**config.mk**
```make
export PLATFORM = sky130hd
export DESIGN_NAME = axi_interconnect_width_convert_raddr_flat
export DESIGN_NICKNAME = d
export VERILOG_FILES = /design/src/rtl/axi_interconnect_width_convert_raddr_if.sv /design/src/rtl/axi_interconnect_width_convert_raddr.sv /design/src/flat_wrapper.sv
export SDC_FILE = /design/constraint.sdc
export NUM_CORES = 1
export LEC_CHECK = 0
export CORE_MARGIN = 2
export CORE_UTILIZATION = 47
export CTS_BUF_LIST = sky130_fd_sc_hd__clkbuf_4 sky130_fd_sc_hd__clkbuf_8 sky130_fd_sc_hd__clkbuf_16
export CTS_CLUSTER_DIAMETER = 120
export DETAILED_ROUTE_END_ITERATION = 12
export GPL_TIMING_DRIVEN = 0
export PLACE_DENSITY_LB_ADDON = 0.25
export SYNTH_ARGS = -nofsm -noshare
export SYNTH_HDL_FRONTEND = slang
export SYNTH_SLANG_ARGS = --single-unit
```
**constraint.sdc**
```tcl
create_clock -name clk_sys -period 4.52 [get_ports clk_sys]
set_input_delay 0.904 -clock clk_sys [delete_from_list [all_inputs] [get_ports clk_sys]]
set_output_delay 0.904 -clock clk_sys [all_outputs]
set_load 0.02 [all_outputs]
```
**src/rtl/axi_interconnect_width_convert_raddr_if.sv**
```systemverilog
// rtl/axi_interconnect_width_convert_raddr_if.sv - AXI4 AR channel bundle
// One instance per side; master modport drives the request, slave modport answers with arready.
interface axi_interconnect_width_convert_raddr_if #(
  parameter int WIDTH_ID     = 4,
  parameter int WIDTH_ADDR   = 32,
  parameter int WIDTH_ARUSER = 1
);
  localparam int W_ID   = (WIDTH_ID == 0) ? 1 : WIDTH_ID;
  localparam int W_USER = (WIDTH_ARUSER == 0) ? 1 : WIDTH_ARUSER;

  logic [W_ID-1:0]       arid;
  logic [WIDTH_ADDR-1:0] araddr;
  logic [7:0]            arlen;
  logic [2:0]            arsize;
  logic [1:0]            arburst;
  logic [11:0]           arside;
  logic [W_USER-1:0]     aruser;
  logic                  arvalid;
  logic                  arready;

  modport master (
    output arid, araddr, arlen, arsize, arburst, arside, aruser, arvalid,
    input  arready
  );

  modport slave (
    input  arid, araddr, arlen, arsize, arburst, arside, aruser, arvalid,
    output arready
  );
endinterface

```
**src/rtl/axi_interconnect_width_convert_raddr.sv**
```systemverilog
// rtl/axi_interconnect_width_convert_raddr.sv - AR-channel stage of the AXI4 read width converter
// Rewrites slave ARs for the master width, splits at 256 beats and emits one rresp descriptor per master AR.
module axi_interconnect_width_convert_raddr #(
  parameter int WIDTH_ID          = 4,
  parameter int WIDTH_ADDR        = 32,
  parameter int WIDTH_SDATA       = 32,
  parameter int WIDTH_MDATA       = 32,
  parameter int WIDTH_ARUSER      = 1,
  parameter int WIDTH_OUTSTANDING = 4
) (
  input  logic clk_sys,
  input  logic rst_n,
  axi_interconnect_width_convert_raddr_if.slave  s_ar,
  axi_interconnect_width_convert_raddr_if.master m_ar,
  output logic       req_en,
  output logic [2:0] req_size,
  output logic [7:0] req_offset,
  output logic       req_last,
  input  logic       rsp_done
);
  localparam int SB = $clog2(WIDTH_SDATA / 8);
  localparam int MB = $clog2(WIDTH_MDATA / 8);
  localparam logic [2:0] MB3 = 3'(MB);

  typedef enum logic [1:0] {IDLE, LOAD, ISSUE, NEXT} state_t;
  state_t state, nstate;

  logic [WIDTH_ADDR-1:0]      c_addr;
  logic [7:0]                 c_len;
  logic [2:0]                 c_size;
  logic [1:0]                 c_burst;
  logic                       c_expand;
  logic [11:0]                remaining;
  logic [WIDTH_OUTSTANDING:0] credits;
  logic [11:0]                total, src, chunk;
  logic [WIDTH_ADDR-1:0]      next_addr;

  assign req_en     = m_ar.arvalid & m_ar.arready;
  assign req_offset = m_ar.araddr[7:0];

  // LOAD sizes the whole burst; NEXT continues from what is still outstanding.
  always_comb begin
    total     = (12'(c_len) + 12'd1) << (c_size - MB3);
    src       = (state == LOAD) ? total : remaining;
    chunk     = (src > 12'd256) ? 12'd256 : src;
    next_addr = (m_ar.araddr & ({WIDTH_ADDR{1'b1}} << c_size))
              + ((WIDTH_ADDR'(m_ar.arlen) + WIDTH_ADDR'(1)) << MB);
  end

  always_ff @(posedge clk_sys or negedge rst_n) begin
    if (!rst_n) state <= IDLE;
    else        state <= nstate;
  end

  always_comb begin
    nstate = state;
    case (state)
      IDLE:    if (s_ar.arvalid) nstate = LOAD;
      LOAD:    nstate = ISSUE;
      ISSUE:   if (req_en) nstate = (remaining == 12'd0) ? IDLE : NEXT;
      NEXT:    nstate = ISSUE;
      default: nstate = IDLE;
    endcase
  end

  always_comb begin
    s_ar.arready = 1'b0;
    if (state == IDLE) s_ar.arready = 1'b1;
  end

  always_ff @(posedge clk_sys or negedge rst_n) begin
    if (!rst_n) begin
      c_addr       <= '0;
      c_len        <= '0;
      c_size       <= '0;
      c_burst      <= '0;
      c_expand     <= 1'b0;
      remaining    <= '0;
      req_size     <= '0;
      req_last     <= 1'b0;
      m_ar.arid    <= '0;
      m_ar.araddr  <= '0;
      m_ar.arlen   <= '0;
      m_ar.arsize  <= '0;
      m_ar.arburst <= '0;
      m_ar.arside  <= '0;
      m_ar.aruser  <= '0;
      m_ar.arvalid <= 1'b0;
    end else begin
      case (state)
        IDLE: if (s_ar.arvalid) begin
          c_addr      <= s_ar.araddr;
          c_len       <= s_ar.arlen;
          c_size      <= s_ar.arsize;
          c_burst     <= s_ar.arburst;
          c_expand    <= (SB > MB) && (s_ar.arsize > MB3);
          m_ar.arid   <= (WIDTH_ID == 0) ? '0 : s_ar.arid;
          m_ar.arside <= s_ar.arside;
          m_ar.aruser <= (WIDTH_ARUSER == 0) ? '0 : s_ar.aruser;
        end
        LOAD: begin
          m_ar.araddr <= c_addr;
          // Expanded bursts are always issued as INCR, whatever the slave asked for.
          if (c_expand) begin
            m_ar.arlen   <= 8'(chunk - 12'd1);
            m_ar.arsize  <= MB3;
            m_ar.arburst <= 2'b01;
            remaining    <= src - chunk;
            req_size     <= c_size - MB3;
            req_last     <= (src == chunk);
          end else begin
            m_ar.arlen   <= c_len;
            m_ar.arsize  <= c_size;
            m_ar.arburst <= c_burst;
            remaining    <= 12'd0;
            req_size     <= 3'd0;
            req_last     <= 1'b1;
          end
        end
        ISSUE: begin
          if (!m_ar.arvalid && !credits[WIDTH_OUTSTANDING]) m_ar.arvalid <= 1'b1;
          else if (req_en)                                  m_ar.arvalid <= 1'b0;
        end
        NEXT: begin
          m_ar.araddr <= next_addr;
          m_ar.arlen  <= 8'(chunk - 12'd1);
          remaining   <= src - chunk;
          req_last    <= (src == chunk);
        end
        default: ;
      endcase
    end
  end

  // The top bit of credits set means DEPTH ARs are in flight.
  always_ff @(posedge clk_sys or negedge rst_n) begin
    if (!rst_n)
      credits <= '0;
    else if (req_en && !rsp_done)
      credits <= credits + {{WIDTH_OUTSTANDING{1'b0}}, 1'b1};
    else if (!req_en && rsp_done && credits != '0)
      credits <= credits - {{WIDTH_OUTSTANDING{1'b0}}, 1'b1};
  end
endmodule

```
**src/flat_wrapper.sv**
```systemverilog
// flat-port wrapper written by rule: the top's interface ports become plain ports
module axi_interconnect_width_convert_raddr_flat 
#(
  parameter int WIDTH_ID          = 4,
  parameter int WIDTH_ADDR        = 32,
  parameter int WIDTH_SDATA       = 32,
  parameter int WIDTH_MDATA       = 32,
  parameter int WIDTH_ARUSER      = 1,
  parameter int WIDTH_OUTSTANDING = 4
)
  (clk_sys, rst_n, req_en, req_size, req_offset, req_last, rsp_done, s_ar_arid, s_ar_araddr, s_ar_arlen, s_ar_arsize, s_ar_arburst, s_ar_arside, s_ar_aruser, s_ar_arvalid, s_ar_arready, m_ar_arid, m_ar_araddr, m_ar_arlen, m_ar_arsize, m_ar_arburst, m_ar_arside, m_ar_aruser, m_ar_arvalid, m_ar_arready);
  axi_interconnect_width_convert_raddr_if #(.WIDTH_ID(WIDTH_ID), .WIDTH_ADDR(WIDTH_ADDR), .WIDTH_ARUSER(WIDTH_ARUSER)) s_ar_i ();
  axi_interconnect_width_convert_raddr_if #(.WIDTH_ID(WIDTH_ID), .WIDTH_ADDR(WIDTH_ADDR), .WIDTH_ARUSER(WIDTH_ARUSER)) m_ar_i ();
  input  logic clk_sys;
  input  logic rst_n;
  output logic req_en;
  output logic [2:0] req_size;
  output logic [7:0] req_offset;
  output logic req_last;
  input  logic rsp_done;
  input wire logic [$bits(s_ar_i.arid)-1:0] s_ar_arid;
  input wire logic [$bits(s_ar_i.araddr)-1:0] s_ar_araddr;
  input wire logic [$bits(s_ar_i.arlen)-1:0] s_ar_arlen;
  input wire logic [$bits(s_ar_i.arsize)-1:0] s_ar_arsize;
  input wire logic [$bits(s_ar_i.arburst)-1:0] s_ar_arburst;
  input wire logic [$bits(s_ar_i.arside)-1:0] s_ar_arside;
  input wire logic [$bits(s_ar_i.aruser)-1:0] s_ar_aruser;
  input wire logic [$bits(s_ar_i.arvalid)-1:0] s_ar_arvalid;
  output wire logic [$bits(s_ar_i.arready)-1:0] s_ar_arready;
  output wire logic [$bits(m_ar_i.arid)-1:0] m_ar_arid;
  output wire logic [$bits(m_ar_i.araddr)-1:0] m_ar_araddr;
  output wire logic [$bits(m_ar_i.arlen)-1:0] m_ar_arlen;
  output wire logic [$bits(m_ar_i.arsize)-1:0] m_ar_arsize;
  output wire logic [$bits(m_ar_i.arburst)-1:0] m_ar_arburst;
  output wire logic [$bits(m_ar_i.arside)-1:0] m_ar_arside;
  output wire logic [$bits(m_ar_i.aruser)-1:0] m_ar_aruser;
  output wire logic [$bits(m_ar_i.arvalid)-1:0] m_ar_arvalid;
  input wire logic [$bits(m_ar_i.arready)-1:0] m_ar_arready;
  assign s_ar_i.arid = s_ar_arid;
  assign s_ar_i.araddr = s_ar_araddr;
  assign s_ar_i.arlen = s_ar_arlen;
  assign s_ar_i.arsize = s_ar_arsize;
  assign s_ar_i.arburst = s_ar_arburst;
  assign s_ar_i.arside = s_ar_arside;
  assign s_ar_i.aruser = s_ar_aruser;
  assign s_ar_i.arvalid = s_ar_arvalid;
  assign s_ar_arready = s_ar_i.arready;
  assign m_ar_arid = m_ar_i.arid;
  assign m_ar_araddr = m_ar_i.araddr;
  assign m_ar_arlen = m_ar_i.arlen;
  assign m_ar_arsize = m_ar_i.arsize;
  assign m_ar_arburst = m_ar_i.arburst;
  assign m_ar_arside = m_ar_i.arside;
  assign m_ar_aruser = m_ar_i.aruser;
  assign m_ar_arvalid = m_ar_i.arvalid;
  assign m_ar_i.arready = m_ar_arready;
  axi_interconnect_width_convert_raddr #(.WIDTH_ID(WIDTH_ID), .WIDTH_ADDR(WIDTH_ADDR), .WIDTH_SDATA(WIDTH_SDATA), .WIDTH_MDATA(WIDTH_MDATA), .WIDTH_ARUSER(WIDTH_ARUSER), .WIDTH_OUTSTANDING(WIDTH_OUTSTANDING)) u_core (.clk_sys(clk_sys), .rst_n(rst_n), .s_ar(s_ar_i), .m_ar(m_ar_i), .req_en(req_en), .req_size(req_size), .req_offset(req_offset), .req_last(req_last), .rsp_done(rsp_done));
endmodule
```
==> results of run 1 <==
-- cell families after synthesis --
family	Yosys count	synth area share [%]
AND/OR/NAND/NOR	206	13.5
XOR/XNOR	23	2.75
flip-flops	128	43.8
AO/OA/AOI/OAI	203	20.6
multiplexers	71	10.8
other	2	0.103
adder cells (fa/ha/maj)	20	3.63
buffers and inverters	73	4.82
-- sequential cells by signal, indices dropped and copies added (netlist names), 2 cells and up --
register             cells
u_core.c_addr           32
u_core.c_len             8
u_core.m_ar.arside      12
u_core.remaining        12
u_core.m_ar.arsize       3
u_core.state             2
u_core.m_ar.arlen        8
u_core.c_size            3
u_core.m_ar.araddr      32
u_core.c_burst           2
u_core.m_ar.arburst      2
u_core.credits           5
u_core.m_ar.arid         4
-- power by group through the flow --
stage	Sequential, mW	Combinational [mW]	Clock, mW
floorplan	2.21	2.51	0
finish	2.07	4.13	1.40
global route	2.14	4.47	1.45
global placement	2.07	3.96	0
detailed placement	2.08	4.01	0
CTS	2.07	4.08	1.41
-- layer usage --
metal	vias up	GRT usage [%]	share of wire, %
li1	3016	-	-
met1	3250	36.1	42
met2	344	43.8	47
met3	43	5.57	8.3
met4	0	10.9	2.5
met5	-	0	0
-- Yosys cell counts (4+ instances only) --
cell type    n
mux2_2      63
nand2_1     67
a21o_1       8
o22ai_1      8
and2_1       8
xnor2_1     15
nand3_1     21
buf_2        6
buf_4       13
a31o_2       8
ha_1        18
o211ai_1     6
and3_1      17
a21oi_1     40
nor2b_1      5
o2bb2ai_1    7
a211oi_1    15
a311oi_1     6
dfrtp_1    128
buf_1        9
xor2_1       8
a22o_1       4
mux2i_1      7
nand4_1      4
a22oi_1     10
o21ai_0     26
clkbuf_1    25
o21a_1       4
inv_1       14
o31ai_1      6
and4_1       6
nor3_1       7
nor2_1      54
o221ai_1     5
a31oi_1      4
-- through the flow --
stage	total power, mW	utilization (%)	hold WS, ns	instances	area (um^2)
floorplan	4.72	-	0.435	728	7320
global placement	6.03	58.9	0.451	1056	8960
detailed placement	6.08	59.1	0.459	1057	8990
CTS	7.55	63.4	0.417	1089	9640
global route	8.07	63.5	0.436	1089	9650
finish	7.60	63.5	0.397	1089	9650
-- layout make-up --
| type | count | area (um^2) |
|---|---|---|
| tap | 188 | 235 |
| clock buffer | 21 | 474 |
| multi-input combinational | 527 | 3820 |
| timing repair buffer | 141 | 1430 |
| clock inverter | 11 | 130 |
| sequential | 128 | 3200 |
| buffer | 56 | 293 |
| fill | 1257 | 5550 |
| inverter | 17 | 66.3 |
-- cells in the final DEF, fill, tap and decap left out, drive strengths merged, types with 8 or more instances in the layout --
cell and n:
a211oi 16, a21o 8, a21oi 40, a22oi 10
a31o 8, and2 8, and3 17, buf 31
clkbuf 48, clkdlybuf4s50 139, dfrtp 128, ha 18
inv 18, mux2 63, mux2i 8, nand2 68
nand3 21, nor2 54, nor3 8, o21ai 26
o22ai 8, xnor2 15, xor2 8
-- worst paths after layout --
check / cells after the start / slack (ns) / start / endpoint
setup reg to reg: 17 / 0.23 / u_core.c_len[1] / u_core.remaining[10]
max in group asynchronous: 2 / 3.35 / rst_n / u_core.m_ar.araddr[26]
hold reg to reg: 2 / 0.47 / u_core.c_burst[0] / u_core.m_ar.arburst[0]
min in group clk_sys: 2 / 0.47 / u_core.c_burst[0] / u_core.m_ar.arburst[0]
setup / recovery: 17 / 0.23 / u_core.c_len[1] / u_core.remaining[10]
hold / removal: 1 / 0.40 / rst_n / u_core.c_size[1]
-- repair_timing --
item	4_1_cts	5_1_grt
gates resized for setup	10	6
endpoints found under the setup margin	7	11
pin swaps	0	1
hold endpoints to repair	0	0
==> impl_metrics.py, run 1 <==
metrics = {
    "timing": {
        "slew_headroom_pct": 32.4,
        "fin_crit_sh_pct": 95.0,
        "period_needed_ns": 4.29,
        "finalClockSkew_ns": 0.0102,
        "setup_slack_ns": 0.226,
        "max_freq_mhz": 233,
        "worst_slew_pin_slew_ns": 1.00,
        "rsz0062_at_grt": "no",
        "finalHoldViolCount": 0,
        "slew_viol_final": 0,
        "setup_tns_ns": 0,
        "setup_viol": 0,
    },
    "worst_hold_path": {
        "hp-class": "primary input to asynchronous set/reset pin",
    },
    "die": {
        "die_area_um2": 16600,
        "die_w_um": 129,
        "core_area_um2": 15200,
        "start_util_pct": 48.1,
        "num_rows": 45,
        "io_pins": 144,
        "die_h_um": 129,
    },
    "synth": {
        "yosys_warnings": 0,
        "synth_area_leaders": "dfrtp_1 (44%), mux2_2 (9.7%), nand2_1 (3.4%)",
        "synth_edf_count": 0,
        "ys.flop_type": "dfrtp_1",
        "syn_area_per_cell_um2": 10.1,
        "ys_types": 76,
        "synthCells": 726,
        "ys_ff_latch": 128,
        "synth_top_cell_by_area": "dfrtp_1",
        "synth_area_um2": 7320,
        "async_flop_share_pct": 100,
        "synth-seq-area-share_pct": 43.8,
        "yosys.area.top_type_share_pct": 43.8,
    },
    "pwr": {
        "p_seq_share_pct": 27.3,
        "internal-power_mw": 4.37,
        "p_leak_nw": 4.10,
        "power.switching_mw": 3.24,
        "combPwrFrac_pct": 54.3,
        "p_per_area_nw_per_um2": 788,
        "clkPwrFrac_pct": 18.5,
        "swShare_pct": 42.6,
        "vdd_ir_drop_max_uv": 357,
    },
    "global_route": {
        "grt_max_degree": 86,
        "grt_antenna_before_repair": 0,
        "grt_pass1_wl_mm": 34.7,
        "grt_usage_pct": 27.2,
        "grt_pass1_vias": 6657,
        "grt-ovfl-total": 0,
    },
    "setup_path": {
        "path_class": "flop to flop",
        "cp_top_family": "simple AND/OR/NAND/NOR gates",
        "crit_required_ns": 4.84,
        "critPathSlowestCell": "dfrtp_2",
        "crit_chain": "ha_1, buf_2, xor2_1, o221ai_1, o22ai_1, a21oi_1, and3_1, a41o_1, nand2_1, buf_2, nand2_1, ha_2, nor2_4, and4_1, a211oi_2, or3_1, a32o_1",
        "startpoint_type": "flop",
        "crit_fanout": 10,
        "timing.critical_path.buf_inv": 2,
        "critPathArrivalTime_ns": 4.61,
        "slowest_delay_ns": 0.45,
        "endpoint_kind": "flop",
    },
    "route": {
        "drc": 0,
        "final_antenna_net_count": 0,
        "routed_wl_mm": 21.7,
        "wl_per_cell_um": 19.9,
        "drtPass1Iterations": 5,
        "first_iter_violations": 704,
        "vias_per_cell": 6.11,
        "vias": 6653,
    },
    "final_layout": {
        "syn_to_final_growth_pct": 31.9,
        "nets": 975,
        "drive_gt1_share_pct": 16.8,
        "num_antenna_cells": 0,
    },
    "clocking": {
        "htree_levels": 4,
        "clock_sinks": 128,
        "cts.path.max_buffers": 2,
        "numCtsBuffers": 17,
        "postCtsHoldBufs": 0,
        "clk_latency_ns": 0.43,
        "cts.clk_slew.worst_paths_ns": 0.06,
        "cts_tree": "built",
        "clockRootBuffer": "clkbuf_16",
        "cts_setup_buffers": 0,
    },
    "placement": {
        "port_buffers": 140,
        "finalWeightedCongestion": 0.951,
        "dpl.hpwl_mm": 15.5,
        "pre_cts_ws_ns": -0.721,
    },
    "flow_run": {
        "maxCapViolations": 0,
    },
    "run_status": {
        "run_status": "completed",
    },
}
No activity file was read; power rests on OpenSTA's default activity.
==> inputs of run 2 (changes only) <==
--- a/config.mk
+++ b/config.mk
@@ -6,11 +6,12 @@
 export NUM_CORES = 1
 export LEC_CHECK = 0
 export CORE_MARGIN = 2
-export CORE_UTILIZATION = 47
-export CTS_BUF_LIST = sky130_fd_sc_hd__clkbuf_4 sky130_fd_sc_hd__clkbuf_8 sky130_fd_sc_hd__clkbuf_16
+export CORE_UTILIZATION = 49
+export CTS_BUF_LIST = sky130_fd_sc_hd__clkbuf_8
 export CTS_CLUSTER_DIAMETER = 120
 export DETAILED_ROUTE_END_ITERATION = 12
 export GPL_TIMING_DRIVEN = 0
+export HOLD_SLACK_MARGIN = 0.08
 export PLACE_DENSITY_LB_ADDON = 0.25
 export SYNTH_ARGS = -nofsm -noshare
 export SYNTH_HDL_FRONTEND = slang
==> run 2 against run 1 <==
Effect of this change:
- critical path depth fell by 2
- wire length grew 6.1%
- die area down 4.0%
- power fell by 2.6%
- non-clock buffer count increased by 4
- clock power down 23%
- combinational power is 3% higher
- worst hold slack worse by 0.046 ns
- fmax is 0.99% lower
- global-route usage grew 2.0 points
- critical path type unchanged
==> impl_metrics.py, run 2 (synthesized netlist as in run 1, its figures left out) <==
metrics = {
    "setup_path": {
        "r2r_slack_ns": 0.18,
        "critPathArrivalTime_ns": 4.63,
        "worstSetupStartpoint": "u_core.c_size[0]",
        "crit_chain": "buf_2, nand2_1, and3_1, ha_1, fa_1, a21o_1, a21oi_1, o21bai_1, a21oi_1, o21bai_1, a41oi_1, nor2_2, clkbuf_1, a211oi_1, a211oi_1",
        "endpoint_kind": "flop",
        "critPathSlowestCell": "a41oi_1",
        "path_class": "flop to flop",
        "crit_required_ns": 4.82,
        "startpoint_type": "flop",
        "timing.rr.start": "u_core.c_size[0]",
        "slowest_delay_ns": 0.63,
        "crit_fanout": 10,
    },
    "final_layout": {
        "mostFrequentLayoutCells": "clkdlybuf4s50_1 (139), dfrtp_1 (126), nand2_1 (66)",
        "final_util_pct": 65.3,
        "syn_to_final_growth_pct": 30.2,
        "multiInputGateArea_um2": 3840,
        "regArea_um2": 3210,
        "fillers": 1152,
        "reg.largest.list": "u_core.c_addr x32, u_core.m_ar.araddr x32",
        "num_antenna_cells": 0,
        "drive_gt1_share_pct": 17.7,
        "layout_commonest_cell": "clkdlybuf4s50_1",
        "nets": 979,
        "instances_no_fill": 1088,
    },
    "timing": {
        "fin_crit_sh_pct": 95.9,
        "max_freq_mhz": 231,
        "slew_headroom_pct": 37.4,
        "slew_viol_final": 0,
        "finalHoldViolCount": 0,
        "worst_slew_pin_slew_ns": 0.930,
        "setup_tns_ns": 0,
        "period_needed_ns": 4.34,
        "finalClockSkew_ns": 0.0123,
        "setup_viol": 0,
        "rsz0062_at_grt": "no",
    },
    "die": {
        "die_w_um": 126,
        "core_area_um2": 14600,
        "start_util_pct": 50.2,
        "die_h_um": 126,
        "num_rows": 44,
        "io_pins": 144,
        "die_area_um2": 15900,
    },
    "pwr": {
        "report.power.total_mw": 7.41,
        "p_per_area_nw_per_um2": 778,
        "vdd_ir_drop_max_uv": 364,
        "p_leak_nw": 4.04,
    },
    "clocking": {
        "clockRootBuffer": "clkbuf_8",
        "htree_levels": 4,
        "clock_sinks": 128,
        "cts_tree": "built",
        "cts.clk_slew.worst_paths_ns": 0.08,
        "numCtsBuffers": 17,
        "clk_latency_ns": 0.45,
        "cts.path.max_buffers": 2,
    },
    "route": {
        "vias_per_cell": 6.22,
        "routed_wl_mm": 23.1,
        "drc": 0,
        "final_antenna_net_count": 0,
        "first_iter_violations": 557,
        "wl_per_cell_um": 21.2,
        "drtPass1Iterations": 7,
        "vias": 6767,
    },
    "placement": {
        "dpl.hpwl_mm": 16.5,
        "finalWeightedCongestion": 0.947,
        "port_buffers": 140,
        "dp_cells": 1053,
    },
    "worst_hold_path": {
        "hp-class": "primary input to asynchronous set/reset pin",
    },
    "global_route": {
        "grt_usage_pct": 29.2,
        "grt-ovfl-total": 0,
        "grt_pass1_vias": 6769,
        "grt_max_degree": 94,
        "grt_pass1_wl_mm": 36.2,
        "grt_antenna_before_repair": 0,
    },
    "flow_run": {
        "maxCapViolations": 0,
    },
    "run_status": {
        "run_status": "completed",
    },
}
-- run 2: changes by cell type in the layout (fill, tap and decap cells not counted), sizes merged --
cell      before  now
buf           31   34
bufinv         2    3
clkbuf        48   46
clkinv         4    6
clkinvlp       4    2
inv           18   19
-- run 2: report_power, final --
part	leakage (nW)	total [mW]	switching [mW]	internal [mW]
Clock	0.210	1.08	0.510	0.570
Sequential	1.58	2.07	0.449	1.62
Combinational	2.25	4.26	2.36	1.90
-- run 2: routing by layer --
| layer | part of all wire [%] | up-vias | track usage (%) |
|---|---|---|---|
| li1 | - | 3014 | - |
| met1 | 41 | 3336 | 38.0 |
| met2 | 47 | 364 | 46.8 |
| met3 | 8.6 | 53 | 6.80 |
| met4 | 3.2 | 0 | 12.7 |
| met5 | 0 | - | 0 |
-- run 2: worst paths after layout --
check | to | cells past startpoint
setup / recovery | u_core.m_ar.araddr[28] | 15
hold / removal | u_core.c_addr[2] | 1
setup reg to reg | u_core.m_ar.araddr[28] | 15
hold reg to reg | u_core.m_ar.arburst[0] | 2
max in group asynchronous | u_core.c_addr[19] | 2
min in group clk_sys | u_core.m_ar.arburst[0] | 2
-- run 2: final cells by class --
cell class / instances / share of cell area [%]
plain buffers: 56 / 3.11
clock buffers: 18 / 2.60
clock inverters: 13 / 1.89
inverters: 17 / 0.722
multi-input cells: 527 / 40.3
flip-flops and latches: 128 / 33.6
well taps: 184 / 2.42
repair buffers: 145 / 15.3
-- run 2: timing repair --
action	CTS	global route
setup buffers	0	4
hold buffers	0	0
hold endpoints to repair	0	0
setup endpoints to repair	12	16
pin swaps	0	1
gates resized for setup	11	14
-- run 2: stage by stage --
step,instance area (um^2),setup WS (ns),hold slack (ns)
finish,9530,0.183,0.351
global route,9530,0.0193,0.359
CTS,9460,0.0166,0.349
detailed placement,8980,-0.907,0.462
global placement,8960,-2.54,0.450
floorplan,7320,0.262,0.435
-- run 2: critical path: cells and delay by family (launching register included) --
| kind | cells | cell delay, ns |
|---|---|---|
| AO/OA/AOI/OAI | 8 | 1.96 |
| adder cells (fa/ha/maj) | 2 | 0.62 |
| buffers and inverters | 2 | 0.54 |
| flip-flops | 1 | 0.46 |
| AND/OR/NAND/NOR | 3 | 0.59 |
